[config.mk]
export PLATFORM = sky130hd
export DESIGN_NAME = instr_fetch
export DESIGN_NICKNAME = d
export VERILOG_FILES = /design/src/rtl/cpu_pkg.sv /design/src/rtl/npc_calc.sv /design/src/rtl/instr_fetch.sv
export SDC_FILE = /design/constraint.sdc
export NUM_CORES = 1
export LEC_CHECK = 0
export ABC_AREA = 1
export CAP_MARGIN = 20
export CORE_UTILIZATION = 45
export DETAILED_ROUTE_END_ITERATION = 8
export DONT_BUFFER_PORTS = 1
export GPL_TIMING_DRIVEN = 0
export HOLD_SLACK_MARGIN = 0.1
export PLACE_DENSITY = 0.59
export SETUP_SLACK_MARGIN = 0.05
export SLEW_MARGIN = 20
export SYNTH_ARGS = -nofsm -noshare
export SYNTH_HDL_FRONTEND = slang
export SYNTH_SLANG_ARGS = --single-unit
export TNS_END_PERCENT = 1
[constraint.sdc]
create_clock -name clk -period 3.4 [get_ports clk]
set_input_delay 0.34 -clock clk [delete_from_list [all_inputs] [get_ports clk]]
set_output_delay 0.34 -clock clk [all_outputs]
set_load 0.02 [all_outputs]
[src/rtl/cpu_pkg.sv]
// rtl/cpu_pkg.sv - shared fetch FSM encoding, reset PC and instruction field positions
package cpu_pkg;

    typedef enum logic [1:0] {
        ST_BOOT  = 2'd0,
        ST_FETCH = 2'd1,
        ST_HOLD  = 2'd2
    } fetch_state_e;

    localparam logic [31:0] RESET_PC_DEFAULT = 32'h0000_3000;

    localparam int OPCODE_MSB = 31;
    localparam int OPCODE_LSB = 26;
    localparam int TARGET_MSB = 25;
    localparam int TARGET_LSB = 0;
    localparam int IMM_MSB    = 15;
    localparam int IMM_LSB    = 0;

    // Word-aligned, sign-extended branch displacement from a 16-bit immediate.
    function automatic logic [31:0] branch_offset(input logic [15:0] imm16);
        return {{14{imm16[15]}}, imm16, 2'b00};
    endfunction

endpackage

[src/rtl/npc_calc.sv]
// rtl/npc_calc.sv - combinational next-PC selection from branch/jump controls
module npc_calc
    import cpu_pkg::*;
(
    input  logic [31:0] pc_plus4,
    input  logic [31:0] instr,
    input  logic [31:0] rs_data,
    input  logic        Branch,
    input  logic        Zero,
    input  logic        Jump,
    input  logic        JumpReg,
    output logic [31:0] next_pc
);

    // Opcode and the low register-target bits never steer the next PC.
    logic unused_bits;
    assign unused_bits = ^{instr[OPCODE_MSB:OPCODE_LSB], rs_data[1:0]};

    // Priority: register jump, absolute jump, taken branch, fall-through.
    always_comb begin
        next_pc = pc_plus4;
        if (JumpReg) begin
            next_pc = {rs_data[31:2], 2'b00};
        end else if (Jump) begin
            next_pc = {pc_plus4[31:28], instr[TARGET_MSB:TARGET_LSB], 2'b00};
        end else if (Branch && Zero) begin
            next_pc = pc_plus4 + branch_offset(instr[IMM_MSB:IMM_LSB]);
        end
    end

endmodule

[src/rtl/instr_fetch.sv]
// rtl/instr_fetch.sv - PC owner and handshaked instruction fetch FSM
module instr_fetch
    import cpu_pkg::*;
#(
    parameter logic [31:0] RESET_PC = RESET_PC_DEFAULT
) (
    input  logic        clk,
    input  logic        rst_n,
    output logic        imem_req,
    output logic [31:0] imem_addr,
    input  logic        imem_ready,
    input  logic [31:0] imem_rdata,
    output logic [31:0] instr,
    output logic        instr_valid,
    output logic [31:0] pc,
    output logic [31:0] pc_plus4,
    input  logic        exec_done,
    input  logic        Branch,
    input  logic        Zero,
    input  logic        Jump,
    input  logic        JumpReg,
    input  logic [31:0] rs_data,
    output logic [31:0] retired
);

    fetch_state_e state_q, state_d;
    logic [31:0]  pc_q, pc_d;
    logic [31:0]  instr_q, instr_d;
    logic [31:0]  retired_q, retired_d;
    logic [31:0]  next_pc;

    assign pc_plus4  = pc_q + 32'd4;
    assign imem_addr = pc_q;
    assign pc        = pc_q;
    assign instr     = instr_q;
    assign retired   = retired_q;

    npc_calc u_npc_calc (
        .pc_plus4 (pc_plus4),
        .instr    (instr_q),
        .rs_data  (rs_data),
        .Branch   (Branch),
        .Zero     (Zero),
        .Jump     (Jump),
        .JumpReg  (JumpReg),
        .next_pc  (next_pc)
    );

    // Fetch sequencing: request while in FETCH, hold the word until the datapath commits.
    always_comb begin
        state_d     = state_q;
        pc_d        = pc_q;
        instr_d     = instr_q;
        retired_d   = retired_q;
        imem_req    = 1'b0;
        instr_valid = 1'b0;
        case (state_q)
            ST_BOOT: begin
                state_d = ST_FETCH;
            end
            ST_FETCH: begin
                imem_req = 1'b1;
                if (imem_ready) begin
                    instr_d = imem_rdata;
                    state_d = ST_HOLD;
                end
            end
            ST_HOLD: begin
                instr_valid = 1'b1;
                if (exec_done) begin
                    pc_d      = next_pc;
                    retired_d = retired_q + 32'd1;
                    state_d   = ST_FETCH;
                end
            end
            default: begin
                state_d = ST_BOOT;
            end
        endcase
    end

    // State registers with synchronous active-low reset.
    always_ff @(posedge clk) begin
        if (!rst_n) begin
            state_q   <= ST_BOOT;
            pc_q      <= RESET_PC;
            instr_q   <= 32'h0;
            retired_q <= 32'h0;
        end else begin
            state_q   <= state_d;
            pc_q      <= pc_d;
            instr_q   <= instr_d;
            retired_q <= retired_d;
        end
    end

endmodule

==> results of run 1 <==
==> timing repair <==
item	CTS	global route
pin swaps	2	38
buffers inserted	2	14
endpoints found under the setup margin	25	22
resized for setup	78	130
hold buffers	1	0
endpoints found under the hold margin	1	0
==> synth_stat cells, types with 2 or more instances <==
cell,n
sky130_fd_sc_hd__dfxtp_1,96
sky130_fd_sc_hd__o221a_2,2
sky130_fd_sc_hd__a21oi_1,127
sky130_fd_sc_hd__xor2_1,25
sky130_fd_sc_hd__xnor2_1,12
sky130_fd_sc_hd__buf_4,36
sky130_fd_sc_hd__nor2_2,7
sky130_fd_sc_hd__nor2_1,155
sky130_fd_sc_hd__nand4_2,2
sky130_fd_sc_hd__ha_1,37
sky130_fd_sc_hd__nor2_4,6
sky130_fd_sc_hd__a21o_1,2
sky130_fd_sc_hd__nand2_1,366
sky130_fd_sc_hd__nor4_1,4
sky130_fd_sc_hd__inv_1,144
sky130_fd_sc_hd__nand3_1,87
sky130_fd_sc_hd__buf_1,4
sky130_fd_sc_hd__o221ai_1,2
sky130_fd_sc_hd__buf_2,2
sky130_fd_sc_hd__clkbuf_1,32
sky130_fd_sc_hd__nand3b_1,3
sky130_fd_sc_hd__nand4_1,16
sky130_fd_sc_hd__a31oi_1,6
sky130_fd_sc_hd__o22ai_1,4
sky130_fd_sc_hd__o21ai_0,54
sky130_fd_sc_hd__nand3_2,3
sky130_fd_sc_hd__nor3_1,24
sky130_fd_sc_hd__nand2_2,5
sky130_fd_sc_hd__inv_2,4
sky130_fd_sc_hd__o21bai_1,3
sky130_fd_sc_hd__o211ai_1,3
sky130_fd_sc_hd__or2_2,5
sky130_fd_sc_hd__o21a_1,2
sky130_fd_sc_hd__o21ai_1,3
sky130_fd_sc_hd__a22oi_1,2
==> per-layer routing <==
metal | vias up | part of all wire, %
li1 | 4236 | -
met3 | 61 | 8.8
met2 | 368 | 45
met5 | - | 0
met1 | 3937 | 42
met4 | 0 | 4.2
==> flip-flops by register name (all words and copies together), names as in the netlist <==
register	cells
retired	32
instr	32
state_q	2
imem_addr	30
==> per-stage QoR <==
step	setup slack (ns)	power, µW	std cells
after floorplan	0.163	1520	1302
after global placement	-0.899	1650	1522
after detailed placement	-0.896	1650	1522
after CTS	0.00191	2690	1541
after global routing	-0.0434	2810	1557
final	0.112	2720	1557
==> layout by cell type, fill, tap and decap left out, drive strengths merged, types with 2 or more instances in the layout <==
cell and count:
nand2 372, nor2 168, inv 151, a21oi 127, dfxtp 96, nand3 90
buf 58, o21ai 57, clkbuf 42, ha 37, nor3 26, xor2 25
nand4 18, xnor2 12, a31oi 6, conb 6, or2 5, nor4 5
o22ai 4, nand3b 3, o211ai 3, o21bai 3, diode 2, clkinvlp 2
a21o 2, o221a 2, o21a 2, a22oi 2, o221ai 2, clkinv 2
==> kinds of logic after synthesis <==
group                    share of synthesized area [%]
AO/OA/AOI/OAI                                     14.6
flip-flops                                        24.6
adder cells (fa/ha/maj)                           6.19
buffers and inverters                             12.5
AND/OR/NAND/NOR                                   37.9
XOR/XNOR                                          4.16
other                                           0.0481
==> final cells by class <==
type                    count  area, µm²  share of cell area, %
diodes                      2       5.00                 0.0532
multi-input cells         983       5690                   60.5
well taps                 220        275                   2.93
clock buffers              10        239                   2.54
flip-flops and latches     96       2000                   21.3
inverters                 149        566                   6.02
repair buffers             17        150                   1.60
plain buffers              74        415                   4.42
clock inverters             6       58.8                  0.625
==> final timing paths <==
check                      from             to  slack, ns  cells past startpoint
setup / recovery   imem_addr[9]  imem_addr[17]       0.11                     18
hold / removal            rst_n       instr[0]       0.12                      2
setup reg to reg   imem_addr[9]  imem_addr[17]       0.11                     18
hold reg to reg   imem_addr[14]  imem_addr[14]       0.56                      2
==> power by group through the flow <==
stage / Combinational, µW / Sequential (µW) / Clock (µW)
after floorplan: 283 / 1240 / 0
after global placement: 385 / 1260 / 0
after detailed placement: 387 / 1260 / 0
after CTS: 397 / 1240 / 1060
after global routing: 477 / 1240 / 1100
final: 436 / 1240 / 1050
==> impl_results.md, run 1 <==
- Logic gate share of total power: 16.0%
- First drt pass iteration count: 5
- Floorplan core area: 0.0168 mm²
- Total count of hold-check failures in the final report: 0
- Minimum period implied by the final worst setup slack: roughly 3.3 ns
- Initial standard-cell utilization of the core: 46.5%
- Crit path top cell by count: sky130_fd_sc_hd__nand2_1
- Total count of max-transition violations in the final report: 0
- Post-route cell area: 0.00940 mm²
- Max-capacitance violation count: 0
- Clock tree from TritonCTS: done
- Standard-cell row count: 47
- Via count of the first global-routing pass: 7923
- Syn Area/Cell: 6.01 µm²
- # IOs: around 230
- FFs w/ async S/R, synth: 0%
- Achievable clock frequency: between 300 and 400 MHz
- Floorplan die area: approximately 0.018 mm²
- # fillers: 1722
- Buffer cell driving the clock tree root: sky130_fd_sc_hd__clkbuf_16
- Flop and latch count out of synthesis: 96
- Fraction of the yosys area taken by sequential cells: 24.6%
- Via count of the routed design: 8602
- Overflow left after global routing: 0
- Share of the clock period used by the worst path after layout: a little over nine tenths
- Maximum vdd drop: ~240 µV
- Cell Int Power: 1820 µW
- Routed wire length: 29600 µm
- Clock power frac: 38.5%
- Cell area after synthesis: 0.00780 mm²
- Post-Route Skew: between 0.01 and 0.015 ns
- Global routing met3 resource utilization: under 10%
- Number of antenna violations at the first check in global routing: 2
- H-Tree Level Count: 3
- Total global-route track usage: roughly a third
- Critical-path top delay cell: sky130_fd_sc_hd__dfxtp_4
- Count of cell types in the netlist: 47
- Post-DP HPWL: around 24000 µm
- Final routed DRC violation total: 0
- Critical path class: register to register
- Slew at the pin closest to its max-slew limit: 0.881 ns
- Data arrival time of the critical path: 3.52 ns
- Cell Area, Placed: approximately 0.0081 mm²
- Clock buffer count from CTS: 9
- Clk slew on worst S/H paths: roughly 0.080 ns
- Outcome: finished, final reports clean
- Top area cells in the synthesized netlist: sky130_fd_sc_hd__dfxtp_1 (25%), sky130_fd_sc_hd__nand2_1 (18%), sky130_fd_sc_hd__a21oi_1 (8.2%), sky130_fd_sc_hd__nor2_1 (7.5%), sky130_fd_sc_hd__inv_1 (6.9%)
- Leading area contributor after synthesis: sky130_fd_sc_hd__dfxtp_1
- Final net count: 1440
- Total buffers and inverters traversed by the critical path: 1
- Clk_lat worst skew: 0.36 ns
- Synth Instances: ~1300
- Total negative setup slack: 0 ns
- Most instantiated flip-flop cell in the synthesis netlist: sky130_fd_sc_hd__dfxtp_1
- Fraction of final layout cells sized beyond drive strength 1: 18.7%
- Flop pwr share: a little under half
- Wire length of the first global-routing pass: 44100 µm
- Buffers from clock root to sink, at most: 2
- Peak fanout along the critical path: 7
- Number of sinks driven by the clock tree: 96
- Worst hold path type: input port to register
- Critical Path Max Stage Delay: 0.47 ns
- Post-Route Utilization: 56.1%
- Initial detailed-routing violation count: 646
- Fraction of post-synthesis cell area in the top cell type by area: about a quarter
- Die X-Extent: 134 µm
- Crit path cell chain: nand2_2, nor2_2, nand4_1, nor2_4, xor2_4, ha_1, nand2_1, inv_1, nand2_1, nand2_1, nand2_1, nand2_1, a31oi_1, nor2_1, o21ai_0, nand2_1, nand2_1, a21oi_1
- Chip height: ~130 µm
- Net switching power figure: between 800 and 900 µW
- Count of antenna-violating nets left after detailed routing: 0
- Detail-routed via count per cell: 5.52
- Tightest hold margin: 0.116 ns
- Family with the most delay on the worst path: simple AND/OR/NAND/NOR gates
- Data required time at the worst endpoint: 3.63 ns
- Met2 routing resource usage after global routing: 50.8%
- Count of flip-flops with a built-in enable after synthesis: 0
- Number of setup violations in the final report: 0
- Unrepaired setup endpoints after global routing: yes
- Global-route track usage on met1: 41.7%
- Routed WL per cell: 19.0 µm
- Launching element type of the critical path: register
- Kind of end point of the critical path: register
- Maximum number of pins on one net before global-route repair: 24
- Switching share of power: approximately 33%
- Area delta synth->final: 20.6%
- Lkg Pwr: 0.00394 µW
- Yosys warning total: 0
- PD cells: 289 mW/mm²
- Routability congestion estimate from global placement: about 0.96
- Headroom to the max-slew limit: 41.3%
- IO Port Bufs: 0
- Most congested layer reported by global routing: met2
Power figures use the tool's default switching activity.
==> inputs of run 2 (changes only) <==
--- a/config.mk
+++ b/config.mk
@@ -8,6 +8,7 @@
 export ABC_AREA = 1
 export CAP_MARGIN = 20
 export CORE_UTILIZATION = 45
+export CTS_CLUSTER_SIZE = 30
 export DETAILED_ROUTE_END_ITERATION = 8
 export DONT_BUFFER_PORTS = 1
 export GPL_TIMING_DRIVEN = 0
==> results of run 2 <==
The final DEF is identical to that of run 1; final timing and power are the same.
